===== src/rtl/mips_divider_pkg.sv =====
// Shared types and constants for the iterative MIPS DIV/DIVU unit.
package mips_div_pkg;

    localparam int unsigned DIV_WIDTH_DEFAULT = 32;

    typedef enum logic [1:0] {
        IDLE  = 2'd0,
        CALC  = 2'd1,
        FIXUP = 2'd2,
        DONE  = 2'd3
    } div_state_e;

    // Iteration counter must hold values 0..WIDTH.
    function automatic int unsigned cnt_width(input int unsigned w);
        return $clog2(w) + 1;
    endfunction

endpackage


===== src/rtl/mips_divider_if.sv =====
// Request/result bundle between EX-stage control and the divider.
interface mips_divider_if
    import mips_div_pkg::*;
#(
    parameter int unsigned WIDTH = DIV_WIDTH_DEFAULT
);
    logic             start;
    logic             is_signed;
    logic [WIDTH-1:0] dividend;
    logic [WIDTH-1:0] divisor;
    logic             busy;
    logic             done;
    logic [WIDTH-1:0] quotient;
    logic [WIDTH-1:0] remainder;
    logic             div_by_zero;

    modport master (
        output start, is_signed, dividend, divisor,
        input  busy, done, quotient, remainder, div_by_zero
    );

    modport slave (
        input  start, is_signed, dividend, divisor,
        output busy, done, quotient, remainder, div_by_zero
    );
endinterface


===== src/rtl/mips_divider_step.sv =====
// One restoring-division iteration: shift in the next dividend bit, trial subtract.
module div_step #(
    parameter int unsigned WIDTH = 32
) (
    input  logic [WIDTH-1:0] partial_rem,
    input  logic             next_bit,
    input  logic [WIDTH-1:0] divisor_mag,
    output logic [WIDTH-1:0] new_rem,
    output logic             q_bit
);
    logic [WIDTH-1:0] low;
    logic [WIDTH:0]   trial;

    // The shifted-out MSB of partial_rem is the implicit bit WIDTH of the shifted value;
    // when set, the shifted value already exceeds any divisor and the low bits of the
    // difference are the exact new remainder.
    always_comb begin
        low     = {partial_rem[WIDTH-2:0], next_bit};
        trial   = {1'b0, low} - {1'b0, divisor_mag};
        q_bit   = partial_rem[WIDTH-1] | ~trial[WIDTH];
        new_rem = q_bit ? trial[WIDTH-1:0] : low;
    end
endmodule


===== src/rtl/mips_divider.sv =====
// Multi-cycle restoring divider for MIPS DIV/DIVU, results to HI (remainder) / LO (quotient).
// Optional early-out for |dividend| < |divisor| enabled by MIPS_DIV_EARLY_OUT_EN.
module mips_divider
    import mips_div_pkg::*;
#(
    parameter int unsigned WIDTH = DIV_WIDTH_DEFAULT
) (
    input  logic           clk,
    input  logic           rst_n,
    mips_divider_if.slave  bus
);
    localparam int unsigned CW = cnt_width(WIDTH);

    div_state_e       state;
    logic [CW-1:0]    cnt;
    logic [WIDTH-1:0] rem_q;
    logic [WIDTH-1:0] quo_q;
    logic [WIDTH-1:0] div_mag;
    logic             sign_q;
    logic             sign_r;
    logic             busy_r;
    logic             done_r;
    logic [WIDTH-1:0] quotient_r;
    logic [WIDTH-1:0] remainder_r;
    logic             dbz_r;

    logic             dvd_neg;
    logic             dsr_neg;
    logic [WIDTH-1:0] dvd_mag;
    logic [WIDTH-1:0] dsr_mag;
    logic             early;
    logic [WIDTH-1:0] step_rem;
    logic             step_q;
    logic [WIDTH-1:0] q_fix;
    logic [WIDTH-1:0] r_fix;

    // Operand magnitudes and sign capture for signed requests.
    always_comb begin
        dvd_neg = bus.is_signed & bus.dividend[WIDTH-1];
        dsr_neg = bus.is_signed & bus.divisor[WIDTH-1];
        dvd_mag = dvd_neg ? (~bus.dividend + WIDTH'(1)) : bus.dividend;
        dsr_mag = dsr_neg ? (~bus.divisor + WIDTH'(1)) : bus.divisor;
        q_fix   = sign_q ? (~quo_q + WIDTH'(1)) : quo_q;
        r_fix   = sign_r ? (~rem_q + WIDTH'(1)) : rem_q;
    end

`ifdef MIPS_DIV_EARLY_OUT_EN
    assign early = (dvd_mag < dsr_mag);
`else
    assign early = 1'b0;
`endif

    div_step #(.WIDTH(WIDTH)) u_step (
        .partial_rem (rem_q),
        .next_bit    (quo_q[WIDTH-1]),
        .divisor_mag (div_mag),
        .new_rem     (step_rem),
        .q_bit       (step_q)
    );

    always_ff @(posedge clk) begin
        if (!rst_n) begin
            state       <= IDLE;
            cnt         <= '0;
            rem_q       <= '0;
            quo_q       <= '0;
            div_mag     <= '0;
            sign_q      <= 1'b0;
            sign_r      <= 1'b0;
            busy_r      <= 1'b0;
            done_r      <= 1'b0;
            quotient_r  <= '0;
            remainder_r <= '0;
            dbz_r       <= 1'b0;
        end else begin
            done_r <= 1'b0;
            case (state)
                IDLE, DONE: begin
                    if (bus.start) begin
                        sign_q  <= dvd_neg ^ dsr_neg;
                        sign_r  <= dvd_neg;
                        div_mag <= dsr_mag;
                        cnt     <= '0;
                        if (bus.divisor == '0) begin
                            // Divide by zero resolves immediately, no iteration.
                            state       <= DONE;
                            busy_r      <= 1'b0;
                            done_r      <= 1'b1;
                            quotient_r  <= '1;
                            remainder_r <= bus.dividend;
                            dbz_r       <= 1'b1;
                        end else if (early) begin
                            state  <= FIXUP;
                            busy_r <= 1'b1;
                            quo_q  <= '0;
                            rem_q  <= dvd_mag;
                        end else begin
                            state  <= CALC;
                            busy_r <= 1'b1;
                            quo_q  <= dvd_mag;
                            rem_q  <= '0;
                        end
                    end else begin
                        state  <= IDLE;
                        busy_r <= 1'b0;
                    end
                end
                CALC: begin
                    // quo_q shifts the dividend out while quotient bits shift in.
                    quo_q <= {quo_q[WIDTH-2:0], step_q};
                    rem_q <= step_rem;
                    cnt   <= cnt + CW'(1);
                    if (cnt == CW'(WIDTH - 1)) begin
                        state <= FIXUP;
                    end
                end
                FIXUP: begin
                    state       <= DONE;
                    busy_r      <= 1'b0;
                    done_r      <= 1'b1;
                    quotient_r  <= q_fix;
                    remainder_r <= r_fix;
                    dbz_r       <= 1'b0;
                end
                default: begin
                    state  <= IDLE;
                    busy_r <= 1'b0;
                end
            endcase
        end
    end

    assign bus.busy        = busy_r;
    assign bus.done        = done_r;
    assign bus.quotient    = quotient_r;
    assign bus.remainder   = remainder_r;
    assign bus.div_by_zero = dbz_r;

endmodule

===== src/flat_wrapper.sv =====
// flat-port wrapper written by rule: the top's interface ports become plain ports
module mips_divider_flat import mips_div_pkg::*;
#(
    parameter int unsigned WIDTH = DIV_WIDTH_DEFAULT
)
  (clk, rst_n, bus_start, bus_is_signed, bus_dividend, bus_divisor, bus_busy, bus_done, bus_quotient, bus_remainder, bus_div_by_zero);
  mips_divider_if #(.WIDTH(WIDTH)) bus_i ();
  input  logic clk;
  input  logic rst_n;
  input wire logic [$bits(bus_i.start)-1:0] bus_start;
  input wire logic [$bits(bus_i.is_signed)-1:0] bus_is_signed;
  input wire logic [$bits(bus_i.dividend)-1:0] bus_dividend;
  input wire logic [$bits(bus_i.divisor)-1:0] bus_divisor;
  output wire logic [$bits(bus_i.busy)-1:0] bus_busy;
  output wire logic [$bits(bus_i.done)-1:0] bus_done;
  output wire logic [$bits(bus_i.quotient)-1:0] bus_quotient;
  output wire logic [$bits(bus_i.remainder)-1:0] bus_remainder;
  output wire logic [$bits(bus_i.div_by_zero)-1:0] bus_div_by_zero;
  assign bus_i.start = bus_start;
  assign bus_i.is_signed = bus_is_signed;
  assign bus_i.dividend = bus_dividend;
  assign bus_i.divisor = bus_divisor;
  assign bus_busy = bus_i.busy;
  assign bus_done = bus_i.done;
  assign bus_quotient = bus_i.quotient;
  assign bus_remainder = bus_i.remainder;
  assign bus_div_by_zero = bus_i.div_by_zero;
  mips_divider #(.WIDTH(WIDTH)) u_core (.clk(clk), .rst_n(rst_n), .bus(bus_i));
endmodule

===== config.mk =====
export PLATFORM = sky130hd
export DESIGN_NAME = mips_divider_flat
export DESIGN_NICKNAME = d
export VERILOG_FILES = /design/src/rtl/mips_divider_pkg.sv /design/src/rtl/mips_divider_if.sv /design/src/rtl/mips_divider_step.sv /design/src/rtl/mips_divider.sv /design/src/flat_wrapper.sv
export SDC_FILE = /design/constraint.sdc
export NUM_CORES = 1
export LEC_CHECK = 0
export ABC_AREA = 1
export BUFFER_PORTS_ARGS = -buffer_cell sky130_fd_sc_hd__buf_2
export CELL_PAD_IN_SITES_DETAIL_PLACEMENT = 0
export CELL_PAD_IN_SITES_GLOBAL_PLACEMENT = 1
export CORE_MARGIN = 3
export CORE_UTILIZATION = 45
export DETAILED_ROUTE_END_ITERATION = 7
export PLACE_DENSITY = 0.89
export RECOVER_POWER = 100
export REMOVE_ABC_BUFFERS = 1
export SKIP_LAST_GASP = 1
export SYNTH_ARGS = -nofsm -noshare
export SYNTH_HDL_FRONTEND = slang
export SYNTH_HIERARCHICAL = 1
export SYNTH_SLANG_ARGS = --single-unit
export TNS_END_PERCENT = 50

===== constraint.sdc =====
create_clock -name clk -period 4.09 [get_ports clk]
set_input_delay 0.409 -clock clk [delete_from_list [all_inputs] [get_ports clk]]
set_output_delay 0.409 -clock clk [all_outputs]
set_load 0.05 [all_outputs]

==> metrics.md <==
| Metric | Value |
|---|---|
| IO buf count | approximately 130 |
| Crit Path Category | reg2reg |
| Clock transition at the registers of the reported paths | ~70 ps |
| Number of library cell types mapped by synthesis | 53 |
| Crit path launch type | register |
| Initial DRC count | 1368 |
| Fmax | 0.2918 GHz |
| GP Congestion | about 0.97 |
| Gr ovfl total | 0 |
| Initial antenna violation count | 0 |
| DR WL met3 | around 3600 um |
| WHS | 272.7 ps |
| Total GRT Usage | 0.2784 |
| Top-count cell post-synth | nand2_1 |
| Die area | between 0.03 and 0.04 sq mm |
| Ant. Diodes | 0 |
| Status | finished with violations |
| Tot Pwr | roughly 8700 uW |
| Clock tree root buffer cell | clkbuf_16 |
| Power share of the clock group | 0.187 |
| Share of layout cells above drive strength 1 | 0.07502 |
| Site row count | 63 |
| Fin Clk Skew | 13.61 ps |
| Multi-input logic area | 0.008504 sq mm |
| Relative slew slack | -0.2912 |
| Postcts setup bufs | 0 |
| Leak | 0.007249 uW |
| Final setup vio count | 0 |
| Largest net degree at the start of global routing | 91 |
| P_sw | 4495 uW |
| Via density | roughly 5.4 |
| Cell taking the most area after synthesis | dfxtp_1 |
| Fin util | 0.5017 |
| Post-CTS sizing | 0 |
| Clk buf depth | 2 |
| # hold bufs at CTS | 0 |
| Seq cells post-synth | 173 |
| Die Y | 180.1 um |
| Routed wire per std cell | roughly 17 um |
| Req. time, crit path | 4460 ps |
| H-tree Lvls | 4 |
| Die width | 180.1 um |
| PwrDens | 586.3 mW/mm^2 |
| Async SR Flop Fraction | 0 |
| WL met2 | 19900 um |
| Sw Share | 0.5142 |
| Cell area after synthesis | 0.01364 sq mm |
| Failing checks | max-capacitance violations, max-slew violations |
| Clock sink count | 173 |
| Top cells by area, synth | dfxtp_1 (25%), nand2_1 (18%), nor2_1 (8.8%) |
| Core footprint | 0.02972 sq mm |
| Clock period minus worst slack | ~3400 ps |
| Part of the power in registers | 0.279 |
| Yosys warns | 6 |
| # DRC | 0 |
| Internal power | 4247 uW |
| Max-slew violations | 43 |
| Worst r2r path cells | 8 |
| Global-route wire length before repair | between 70000 and 80000 um |
| CTS tree | yes |
| Filler instances | 3237 |
| Setup TNS | 0 ps |
| Avg Cell Area, Syn | 5.852 sq um |
| Vias in the first global route | roughly 14000 |
| Top Layer Used | met4 |
| Post-synth top cells | nand2_1 (641), nor2_1 (319), inv_1 (303) |
| Max FO, Critical Path | between 40 and 50 |
| Slew @ Worst Pin | between 1500 and 2000 ps |
| Total CTS buffers | 17 |
| VDD IR max | 699.9 uV |
| Post-DP HPWL | 35560 um |
| Starting Density | 0.4588 |
| DR pass1 iterations | 7 |
| Clock latency on the worst-skew pair | 440 ps |
| # IOs | 135 |
| Max cap viols | 1 |
| Final nets | 2522 |
| Hold Crit Depth | 3 |
| Met1 wire length | 22350 um |
| Total number of vias | 15190 |
| Final wirelength | 46700 um |
| RSZ-0062 raised after global routing | no |
| Detail Route Antenna Nets | 0 |
| Post-synthesis cell count | 2330 |
| Arrival time worst endpoint | about 3800 ps |
| Top FF cell, synth | dfxtp_1 |
| Post-synth EDFFs | 0 |
| Reg area | 0.003463 sq mm |
| Area grow syn2layout | 9.351% |
| CP endpoint kind | register |
| Logic pwr share | 0.534 |
| Hold Crit Class | in2reg |
| R2R Setup Slk | 660 ps |
| Synth top area share | 0.2540 |
| Sequential share of the synthesized area | 0.2540 |
| Final worst path period share | 0.8379 |
| Endpoints failing hold | 0 |
metrics by stage:
step / cell area [sq um] / setup WS [ps] / instances
floorplan: 13170 / 349.0 / 2244
global placement: 14470 / 1122 / 2784
detailed placement: 14470 / 1099 / 2784
CTS: 15050 / 1092 / 2816
global route: 14910 / 441.8 / 2816
finish: 14910 / 662.9 / 2816
kinds of logic (layout without fill, tap and decap cells):
group | count (synthesis) | in the layout | synth area share
adders and majority gates | 41 | 41 | 0.03817
and+or+nand+nor | 1278 | 1278 | 0.3947
DFF | 173 | 173 | 0.2540
xor gates and xnor gates | 67 | 67 | 0.04304
AOI/OAI and AO/OA | 370 | 370 | 0.1495
buffers and inverters | 401 | 497 | 0.1207
routing by layer:
layer  up-vias  GRT usage
met5         -          0
met4         0    0.06908
met3        59    0.04461
met2       592     0.4210
met1      6949     0.4143
li1       7585          -
cell usage in the layout (no fill, tap or decap), types with 13 or more instances in the layout:
| cell type | netlist | final |
|---|---|---|
| nand2_1 | 641 | 643 |
| xor2_1 | 57 | 57 |
| clkbuf_1 | 47 | 72 |
| inv_1 | 303 | 306 |
| dfxtp_1 | 173 | 173 |
| nor2_1 | 319 | 319 |
| ha_1 | 40 | 39 |
| nand3_1 | 221 | 221 |
| a21oi_1 | 124 | 130 |
| o21ai_1 | 41 | 25 |
| nand4_1 | 30 | 30 |
| clkbuf_16 | 0 | 17 |
| buf_2 | 15 | 66 |
| a21oi_2 | 29 | 23 |
| o21ai_0 | 143 | 160 |
| nor3_1 | 13 | 13 |
path summary, 6_finish.rpt:
kind / start / to
worst min-delay path: bus_divisor[0] / u_core/div_mag[0]
worst max register to register: u_core/state[0] / u_core/bus.quotient[7]
worst max-delay path: u_core/state[0] / u_core/bus.quotient[7]
worst min register to register: u_core/div_mag[31] / u_core/div_mag[31]
power groups by stage:
stage	Clock (uW)	Combinational (uW)	Sequential [uW]
after global routing	1730	5200	2490
after detailed placement	0	4630	2460
final	1640	4670	2440
after CTS	1670	4660	2430
after global placement	0	4590	2450
after floorplan	0	2830	2880
worst max-delay path, stage by stage, from the launching register on:
cell	delay [ps]
dfxtp_1	340
inv_1	90
ha_2	840
inv_1	130
or2_2	320
nand2_1	460
clkbuf_2	670
o21ai_0	300
a21oi_2	190
area by class of cell:
type	count	area share
sequential	173	0.2323
clock buffer	22	0.03113
multi-input combinational	1756	0.5704
timing repair buffer	150	0.04640
tap	390	0.03273
clock inverter	10	0.007720
inverter	315	0.07938
registers in the layout, summed over array words and instances (netlist names):
| register | cells |
|---|---|
| u_core/bus.quotient | 32 |
| u_core/sign_r | 1 |
| u_core/bus.div_by_zero | 1 |
| u_core/state | 2 |
| u_core/bus.remainder | 32 |
| u_core/cnt | 6 |
| u_core/bus.done | 1 |
| u_core/quo_q | 32 |
| u_core/bus.busy | 1 |
| u_core/rem_q | 32 |
| u_core/div_mag | 32 |
| u_core/sign_q | 1 |
(Power assumes the default switching activity.)
